`src/rtl/instr_encoder.sv`:
```
// RV32I instruction encoder with a 2-entry output FIFO.
// Sticky error flags and a wrapping handoff counter.
module instr_encoder (
  input  logic        clk,
  input  logic        rst,
  input  logic        in_valid,
  output logic        in_ready,
  input  logic [5:0]  in_op,
  input  logic [4:0]  in_rd,
  input  logic [4:0]  in_rs1,
  input  logic [4:0]  in_rs2,
  input  logic [31:0] in_imm,
  output logic        out_valid,
  input  logic        out_ready,
  output logic [31:0] out_instr,
  output logic        err_illegal,
  output logic        err_imm,
  output logic [15:0] enc_count
);

  localparam logic [6:0] OPC_R   = 7'b0110011;
  localparam logic [6:0] OPC_I   = 7'b0010011;
  localparam logic [6:0] OPC_LD  = 7'b0000011;
  localparam logic [6:0] OPC_ST  = 7'b0100011;
  localparam logic [6:0] OPC_BR  = 7'b1100011;
  localparam logic [6:0] OPC_JAL = 7'b1101111;

  logic [31:0] enc;
  logic        legal;
  logic        imm_bad;
  logic        imm12_ok;
  logic        br_ok;
  logic        jal_ok;

  logic [31:0] mem [2];
  logic        wr_ptr;
  logic        rd_ptr;
  logic [1:0]  count;
  logic        accept;
  logic        push;
  logic        pop;

  // Range checks: upper bits must be a pure sign extension.
  assign imm12_ok = (&in_imm[31:11]) | ~(|in_imm[31:11]);
  assign br_ok    = ((&in_imm[31:12]) | ~(|in_imm[31:12]))
                  & ~in_imm[0];
  assign jal_ok   = ((&in_imm[31:20]) | ~(|in_imm[31:20]))
                  & ~in_imm[0];

  // Combinational encode of the presented request.
  always_comb begin
    enc     = '0;
    legal   = 1'b1;
    imm_bad = 1'b0;
    unique case (in_op)
      6'd1: enc = {7'b0000000, in_rs2, in_rs1,
                   3'b000, in_rd, OPC_R};
      6'd2: enc = {7'b0100000, in_rs2, in_rs1,
                   3'b000, in_rd, OPC_R};
      6'd3: enc = {7'b0000000, in_rs2, in_rs1,
                   3'b001, in_rd, OPC_R};
      6'd6: enc = {7'b0000000, in_rs2, in_rs1,
                   3'b111, in_rd, OPC_R};
      6'd7: enc = {7'b0000000, in_rs2, in_rs1,
                   3'b110, in_rd, OPC_R};
      6'd8: enc = {7'b0000000, in_rs2, in_rs1,
                   3'b100, in_rd, OPC_R};
      6'd11: enc = {7'b0000000, in_rs2, in_rs1,
                    3'b101, in_rd, OPC_R};
      6'd5: begin
        enc     = {in_imm[11:0], in_rs1, 3'b000,
                   in_rd, OPC_I};
        imm_bad = ~imm12_ok;
      end
      6'd12: begin
        enc     = {in_imm[11:0], in_rs1, 3'b010,
                   in_rd, OPC_LD};
        imm_bad = ~imm12_ok;
      end
      6'd13: begin
        enc     = {in_imm[11:5], in_rs2, in_rs1,
                   3'b010, in_imm[4:0], OPC_ST};
        imm_bad = ~imm12_ok;
      end
      6'd10: begin
        enc     = {in_imm[12], in_imm[10:5], in_rs2,
                   in_rs1, 3'b000, in_imm[4:1],
                   in_imm[11], OPC_BR};
        imm_bad = ~br_ok;
      end
      6'd9: begin
        enc     = {in_imm[12], in_imm[10:5], in_rs2,
                   in_rs1, 3'b100, in_imm[4:1],
                   in_imm[11], OPC_BR};
        imm_bad = ~br_ok;
      end
      6'd4: begin
        enc     = {in_imm[20], in_imm[10:1],
                   in_imm[11], in_imm[19:12],
                   in_rd, OPC_JAL};
        imm_bad = ~jal_ok;
      end
      default: legal = 1'b0;
    endcase
  end

  assign in_ready  = (count != 2'd2);
  assign out_valid = (count != 2'd0);
  assign out_instr = out_valid ? mem[rd_ptr] : '0;

  assign accept = in_valid & in_ready;
  assign push   = accept & legal;
  assign pop    = out_valid & out_ready;

  // FIFO storage; contents are masked by count, so no reset.
  always_ff @(posedge clk) begin
    if (push && !rst) begin
      mem[wr_ptr] <= enc;
    end
  end

  // FIFO pointers, occupancy, sticky flags and handoff counter.
  always_ff @(posedge clk) begin
    if (rst) begin
      wr_ptr      <= 1'b0;
      rd_ptr      <= 1'b0;
      count       <= 2'd0;
      err_illegal <= 1'b0;
      err_imm     <= 1'b0;
      enc_count   <= 16'd0;
    end else begin
      if (push) begin
        wr_ptr <= ~wr_ptr;
      end
      if (pop) begin
        rd_ptr <= ~rd_ptr;
      end
      count <= count + {1'b0, push} - {1'b0, pop};
      if (accept && !legal) begin
        err_illegal <= 1'b1;
      end
      if (push && imm_bad) begin
        err_imm <= 1'b1;
      end
      enc_count <= enc_count + {15'd0, pop};
    end
  end

endmodule
```
`config.mk`:
```
export PLATFORM = sky130hd
export DESIGN_NAME = instr_encoder
export DESIGN_NICKNAME = d
export VERILOG_FILES = /design/src/rtl/instr_encoder.sv
export SDC_FILE = /design/constraint.sdc
export NUM_CORES = 1
export LEC_CHECK = 0
export CAP_MARGIN = 25
export CORE_MARGIN = 10
export CORE_UTILIZATION = 50
export DETAILED_ROUTE_END_ITERATION = 10
export PLACE_DENSITY = 0.88
export SETUP_SLACK_MARGIN = 0.2
export SYNTH_ARGS = -nofsm -noshare
export SYNTH_HDL_FRONTEND = slang
export SYNTH_SLANG_ARGS = --single-unit
```
`constraint.sdc`:
```
create_clock -name clk -period 10.8 [get_ports clk]
set_input_delay 1.62 -clock clk [delete_from_list [all_inputs] [get_ports clk]]
set_output_delay 1.62 -clock clk [all_outputs]
set_load 0.1 [all_outputs]
```
==> results of run 1 <==
synth_stat cells (all sizes together), types with 2 or more instances:
| library cell | instances |
|---|---|
| xnor2 | 8 |
| a22oi | 2 |
| and3 | 5 |
| and2 | 6 |
| a221oi | 2 |
| and4 | 2 |
| mux2i | 30 |
| nor3 | 6 |
| nor2 | 69 |
| nor2b | 8 |
| nand3 | 10 |
| inv | 7 |
| edfxtp | 60 |
| xor2 | 11 |
| o211ai | 3 |
| a211oi | 3 |
| a21oi | 5 |
| nand2b | 3 |
| ha | 4 |
| a21boi | 2 |
| dfxtp | 23 |
| or4 | 2 |
| a22o | 14 |
| o21ai | 5 |
| clkbuf | 8 |
| nand4 | 7 |
| buf | 9 |
| nor4 | 3 |
| nand2 | 13 |
| nor3b | 2 |
metrics by stage:
stage | util [%] | cells
floorplan | - | 342
finish | 68.7 | 554
CTS | 68.7 | 554
global route | 68.7 | 554
global placement | 66.3 | 538
detailed placement | 66.3 | 538
kinds of logic after synthesis:
group / Yosys count / synth area share (%)
mux: 30 / 7.68
fa+ha+maj: 4 / 1.28
buf+inv: 24 / 2.88
compound gates: 42 / 8.67
simple gates: 140 / 17.4
xor+xnor: 19 / 4.26
flops: 83 / 57.9
registers in the layout, summed over array words and instances (netlist names), named ones only:
register / cells
mem: 60
err_imm: 1
enc_count: 16
err_illegal: 1
rd_ptr: 1
count: 2
wr_ptr: 1
routing by layer:
metal  share of wire (%)  GRT usage (%)  wire [um]  vias up
li1                    -              -          -     1452
met1                  39           18.8       3840     1415
met2                  50           28.6       4920      134
met3                 9.4           4.82        915        4
met4                0.69           6.59         67        0
met5                   0              0          0        -
area by class of cell:
cell class,count,area share (%)
clock buffer,9,2.36
clock inverter,7,1.12
inverter,7,0.500
multi-input combinational,235,29.5
sequential,83,43.1
tap,102,2.43
timing repair buffer,111,21.0
path summary, 6_finish.rpt:
kind / from / end / depth (start not counted)
setup / recovery: flop / out_instr[0] / 3
hold / removal: err_illegal / err_illegal / 2
setup reg to reg: count[1] / enc_count[10] / 10
hold reg to reg: err_illegal / err_illegal / 2
worst min-delay path: stages, from the launching register on:
cell and delay, ns:
dfxtp_1 0.34, a21oi_1 0.05, nor2_1 0.08
power by group through the flow:
stage	Combinational, uW	Clock, uW	Sequential, uW
final	703	208	379
after detailed placement	707	0	387
after global placement	701	0	386
after global routing	728	225	382
after floorplan	543	0	382
after CTS	709	213	380
==> out/metrics.yaml, run 1 <==
synth_area_mm2: 0.00391
cap_violations: 0
drt_iter0_drc: 154
ys.flop_type: "edfxtp_1"
power_density_mw_per_mm2: 246
worst_pin_slew_ns: 1.02
cp_num_buf_inv: 1
power.switching_uw: 666
antenna_left: 0
synth_top_area_share_pct: 46.1
critPathKind: "reg2out"
grt_use_total_pct: 16.5
fin_nets: 508
dr.pass1.iters: 5
cts_tree: "yes"
fmax_mhz: 222
switching_share_pct: 51.6
maxSlewViolCount: 0
via_per_inst: 5.42
min_path_type: "reg2reg"
netlist.top_cell.by_area: "edfxtp_1"
design_area_mm2: 0.00525
root_buffer: "clkbuf_8"
grt_max_degree: 33
ir_worst_vdd_mv: 0.110
hold_viol_final: 0
initial_core_util_pct: 51.1
r2r_setup_slack_ns: 8.41
rsz0062_at_grt: "no"
ctsResizeCount: 0
final_common_cell: "clkdlybuf4s50_1"
die_x_um: 108
syn_avg_cell_area_um2: 11.4
combPwrFrac_pct: 54.5
postCtsSetupBuffers: 0
critPathMaxStageDelay_ns: 1.19
drive_above_1_share_pct: 6.64
die_area_mm2: 0.0118
drt_wl_total_mm: 9.75
cellLeakagePower_uw: 0.00180
ioPinCount: 109
cp_max_fo: 30
nFillCells: 593
critical_path_required_ns: 9.18
synth_cells: 342
hold_ws_ns: 0.501
yosysWarnings: 0
row_count: 32
antenna_found_initial: 0
intPower_uw: 625
port_buffers: 108
setup_viol_count_final: 0
hold_buffers: 0
critPathTopFamily: "buffers and inverters"
synth_edf_count: 60
period_needed_ns: 4.50
core_mm2: 0.00765
grt_pass1_vias: 3092
num_antenna_cells: 0
dp_slack_ns: 6.55
ys_top_cells_by_area: "edfxtp_1 (46%), dfxtp_1 (12%), mux2i_1 (7.7%)"
clkTransAtPathRegs_ns: 0.08
synth_seq_area_share_pct: 57.9
syn_nets: 403
gp_congestion: 0.807
setup_ws_ns: 6.30
cts_max_level: 3
grt_pass1_wl_mm: 15.4
drc_errors: 0
synth-seq-cells: 83
synthDistinctLibCells: 48
cts.sinks: 83
crit_chain: "mux2i_1 -> nor2_1 -> clkdlybuf4s50_1"
relSlewSlack_pct: 31.9
post-route-period-util_pct: 41.6
p_clk_share_pct: 16.1
status: "finished clean"
place_area_mm2: 0.00507
clk_latency_ns: 0.34
numCtsBuffers: 9
multi_input_area_mm2: 0.00155
cp.arrival_ns: 2.88
p_seq_share_pct: 29.4
final-seq-area_mm2: 0.00226
finalPower_uw: 1290
worst_setup_path_end_kind: "output pin"
final_cell_mix: "clkdlybuf4s50_1 (108), nor2_1 (66), edfxtp_1 (60), mux2i_1 (30), dfxtp_1 (22)"
grt-ovfl-total: 0
fin_setup_tns_ns: 0
areaGrowthSynthToFinish_pct: 34.3
worst_clock_skew_ns: 0.00862
cts_buffer_depth: 2
wl_per_cell_um: 17.6
dp_hpwl_mm: 7.15
die_height_um: 108
cp-start-kind: "flop"
critPathSlowestCell: "clkdlybuf4s50_1"
vias: 3005
async_reset_ff_share_pct: 0
Note: power is estimated with default switching activity, not from simulation.
==> inputs of run 2 (changes only) <==
--- a/config.mk
+++ b/config.mk
@@ -7,9 +7,9 @@
 export LEC_CHECK = 0
 export CAP_MARGIN = 25
 export CORE_MARGIN = 10
-export CORE_UTILIZATION = 50
+export CORE_UTILIZATION = 48
 export DETAILED_ROUTE_END_ITERATION = 10
-export PLACE_DENSITY = 0.88
+export PLACE_DENSITY = 0.85
 export SETUP_SLACK_MARGIN = 0.2
 export SYNTH_ARGS = -nofsm -noshare
 export SYNTH_HDL_FRONTEND = slang
==> constraint.sdc (replaced) <==
create_clock -name clk -period 4.3 [get_ports clk]
set_input_delay 0.645 -clock clk [delete_from_list [all_inputs] [get_ports clk]]
set_output_delay 0.645 -clock clk [all_outputs]
set_load 0.1 [all_outputs]
==> run 2 against run 1 <==
  * Flip-flop and latch count unchanged
  * Global-route usage decreased by 0.39 points
  * Highest routed layer unchanged
  * Sequential power increased by 150%
  * Non-clock buffer count increased by 3
  * Final area increased by 0.76%
  * Hold slack got worse by 0.014 ns
==> out/metrics.yaml, run 2 (synthesis gave the netlist of run 1 again) <==
status: "finished clean"  # unchanged
hold_viol_final: 0  # unchanged
root_buffer: "clkbuf_8"  # unchanged
final_common_cell: "clkdlybuf4s50_1"  # unchanged
drive_above_1_share_pct: 10.8  # was 6.64%
power_density_mw_per_mm2: 623  # was 246 mW/mm^2
largest_register_ffs: 60  # unchanged
setup_viol_count_final: 0  # unchanged
vias: 3041  # was 3005
grt_pass1_wl_mm: 15.4  # about the same
maxSlewViolCount: 0  # unchanged
drc_errors: 0  # unchanged
fin_setup_tns_ns: 0  # unchanged
num_antenna_cells: 0  # unchanged
cap_violations: 0  # unchanged
wl_per_cell_um: 17.6  # about the same
ioPinCount: 109  # unchanged
fin_nets: 511  # was 508
port_buffers: 108  # unchanged
cts_buffer_depth: 2  # unchanged
reg_top3: "mem: 60 flops, enc_count: 16 flops, count: 2 flops"  # unchanged
critical_path_required_ns: 3.65  # was 9.18 ns
grt-ovfl-total: 0  # unchanged
clkTransAtPathRegs_ns: 0.08  # about the same
cts_max_level: 3  # unchanged
cts.sinks: 83  # unchanged
grt_use_total_pct: 16.1  # was 16.5%
core_mm2: 0.00781  # was 0.00765 mm^2
hold_buffers: 0  # unchanged
post-route-period-util_pct: 78.0
worst_pin_slew_ns: 1.01  # was 1.02 ns
fmax_mhz: 298
cp-start-kind: "flop"  # unchanged
numCtsBuffers: 9  # unchanged
cp_max_fo: 26  # was 30
relSlewSlack_pct: 32.7  # was 31.9%
clk_latency_ns: 0.34  # about the same
final_cell_mix: "clkdlybuf4s50_1 (92), nor2_1 (66), edfxtp_1 (60), mux2i_1 (30), dfxtp_1 (22)"  # was clkdlybuf4s50_1 (108), nor2_1 (66), edfxtp_1 (60), mux2i_1 (30), dfxtp_1 (22)
row_count: 32  # unchanged
cts_tree: "yes"  # unchanged
critPathKind: "reg2out"  # unchanged
worst_clock_skew_ns: 0.00403  # was 0.00862 ns
postCtsSetupBuffers: 0  # unchanged
period_needed_ns: 3.35
worst_setup_path_end_kind: "output pin"  # unchanged
postLayoutCoreUtil_pct: 67.8  # was 68.7%
min_path_type: "reg2reg"  # unchanged
ir_worst_vdd_mv: 0.507  # was 0.110 mV
grt_pass1_vias: 3050  # was 3092
rsz0062_at_grt: "no"  # unchanged
via_per_inst: 5.46  # was 5.42
cp.arrival_ns: 2.71  # was 2.88 ns
dr.pass1.iters: 5  # unchanged
die_area_mm2: 0.0122  # was 0.0118 mm^2
gp_congestion: 0.878  # was 0.807
grt_max_degree: 31  # was 33
drt_wl_total_mm: 9.82  # was 9.75 mm
areaGrowthSynthToFinish_pct: 35.3  # was 34.3%
initial_core_util_pct: 50.1  # was 51.1%
die_x_um: 110  # was 108 um
top_register: "mem"  # unchanged
antenna_left: 0  # unchanged
antenna_found_initial: 0  # unchanged
drt_iter0_drc: 270  # was 154
ctsResizeCount: 0  # unchanged
cellLeakagePower_uw: 0.00187  # was 0.00180 uW
dp_hpwl_mm: 7.36  # was 7.15 mm
die_height_um: 110  # was 108 um
## run 2: layout make-up
class,instances,area [um^2]
clock inverters,6,80.1
fillers,602,2520
multi-input cells,235,1560
clock buffers,10,128
repair buffers,114,1110
inverters,7,26.3
flip-flops and latches,83,2260
well taps,102,128
## run 2: worst paths after layout
| path | endpoint | startpoint | cells after the start | slack [ns] |
|---|---|---|---|---|
| worst max-delay path | out_instr[29] | flop | 3 | 0.95 |
| worst min-delay path | err_illegal | err_illegal | 2 | 0.49 |
| worst max register to register | enc_count[10] | count[1] | 10 | 1.92 |
| worst min register to register | err_illegal | err_illegal | 2 | 0.49 |
## run 2: where the power goes
part	leakage [uW]	internal (uW)	switching, uW
clock	0.000101	322	259
combinational	0.00103	415	1350
sequential	0.000741	887	59.2
total	0.00187	1620	1670
## run 2: stage by stage
stage	hold WS (ns)	total power, uW	cell area (um^2)	cells	setup slack [ns]
floorplan	0.481	2320	3920	342	0.920
global placement	0.484	2720	5060	540	1.05
detailed placement	0.467	2740	5060	540	0.928
CTS	0.490	3320	5260	556	0.918
global route	0.534	3410	5290	557	0.821
finish	0.487	3290	5290	557	0.948
## run 2: per-layer routing
layer | GRT usage (%) | wire length [um] | vias to the layer above
met5 | 0 | 0 | -
met4 | 5.87 | 141 | 0
met3 | 5.69 | 1050 | 12
met2 | 26.4 | 4780 | 156
met1 | 19.3 | 3850 | 1411
li1 | - | - | 1462
## run 2: worst max-delay path, stage by stage (launching register included)
cell and delay [ns]:
dfxtp_2 0.87, mux2i_1 0.18, nor2_1 0.14, clkdlybuf4s50_1 1.15
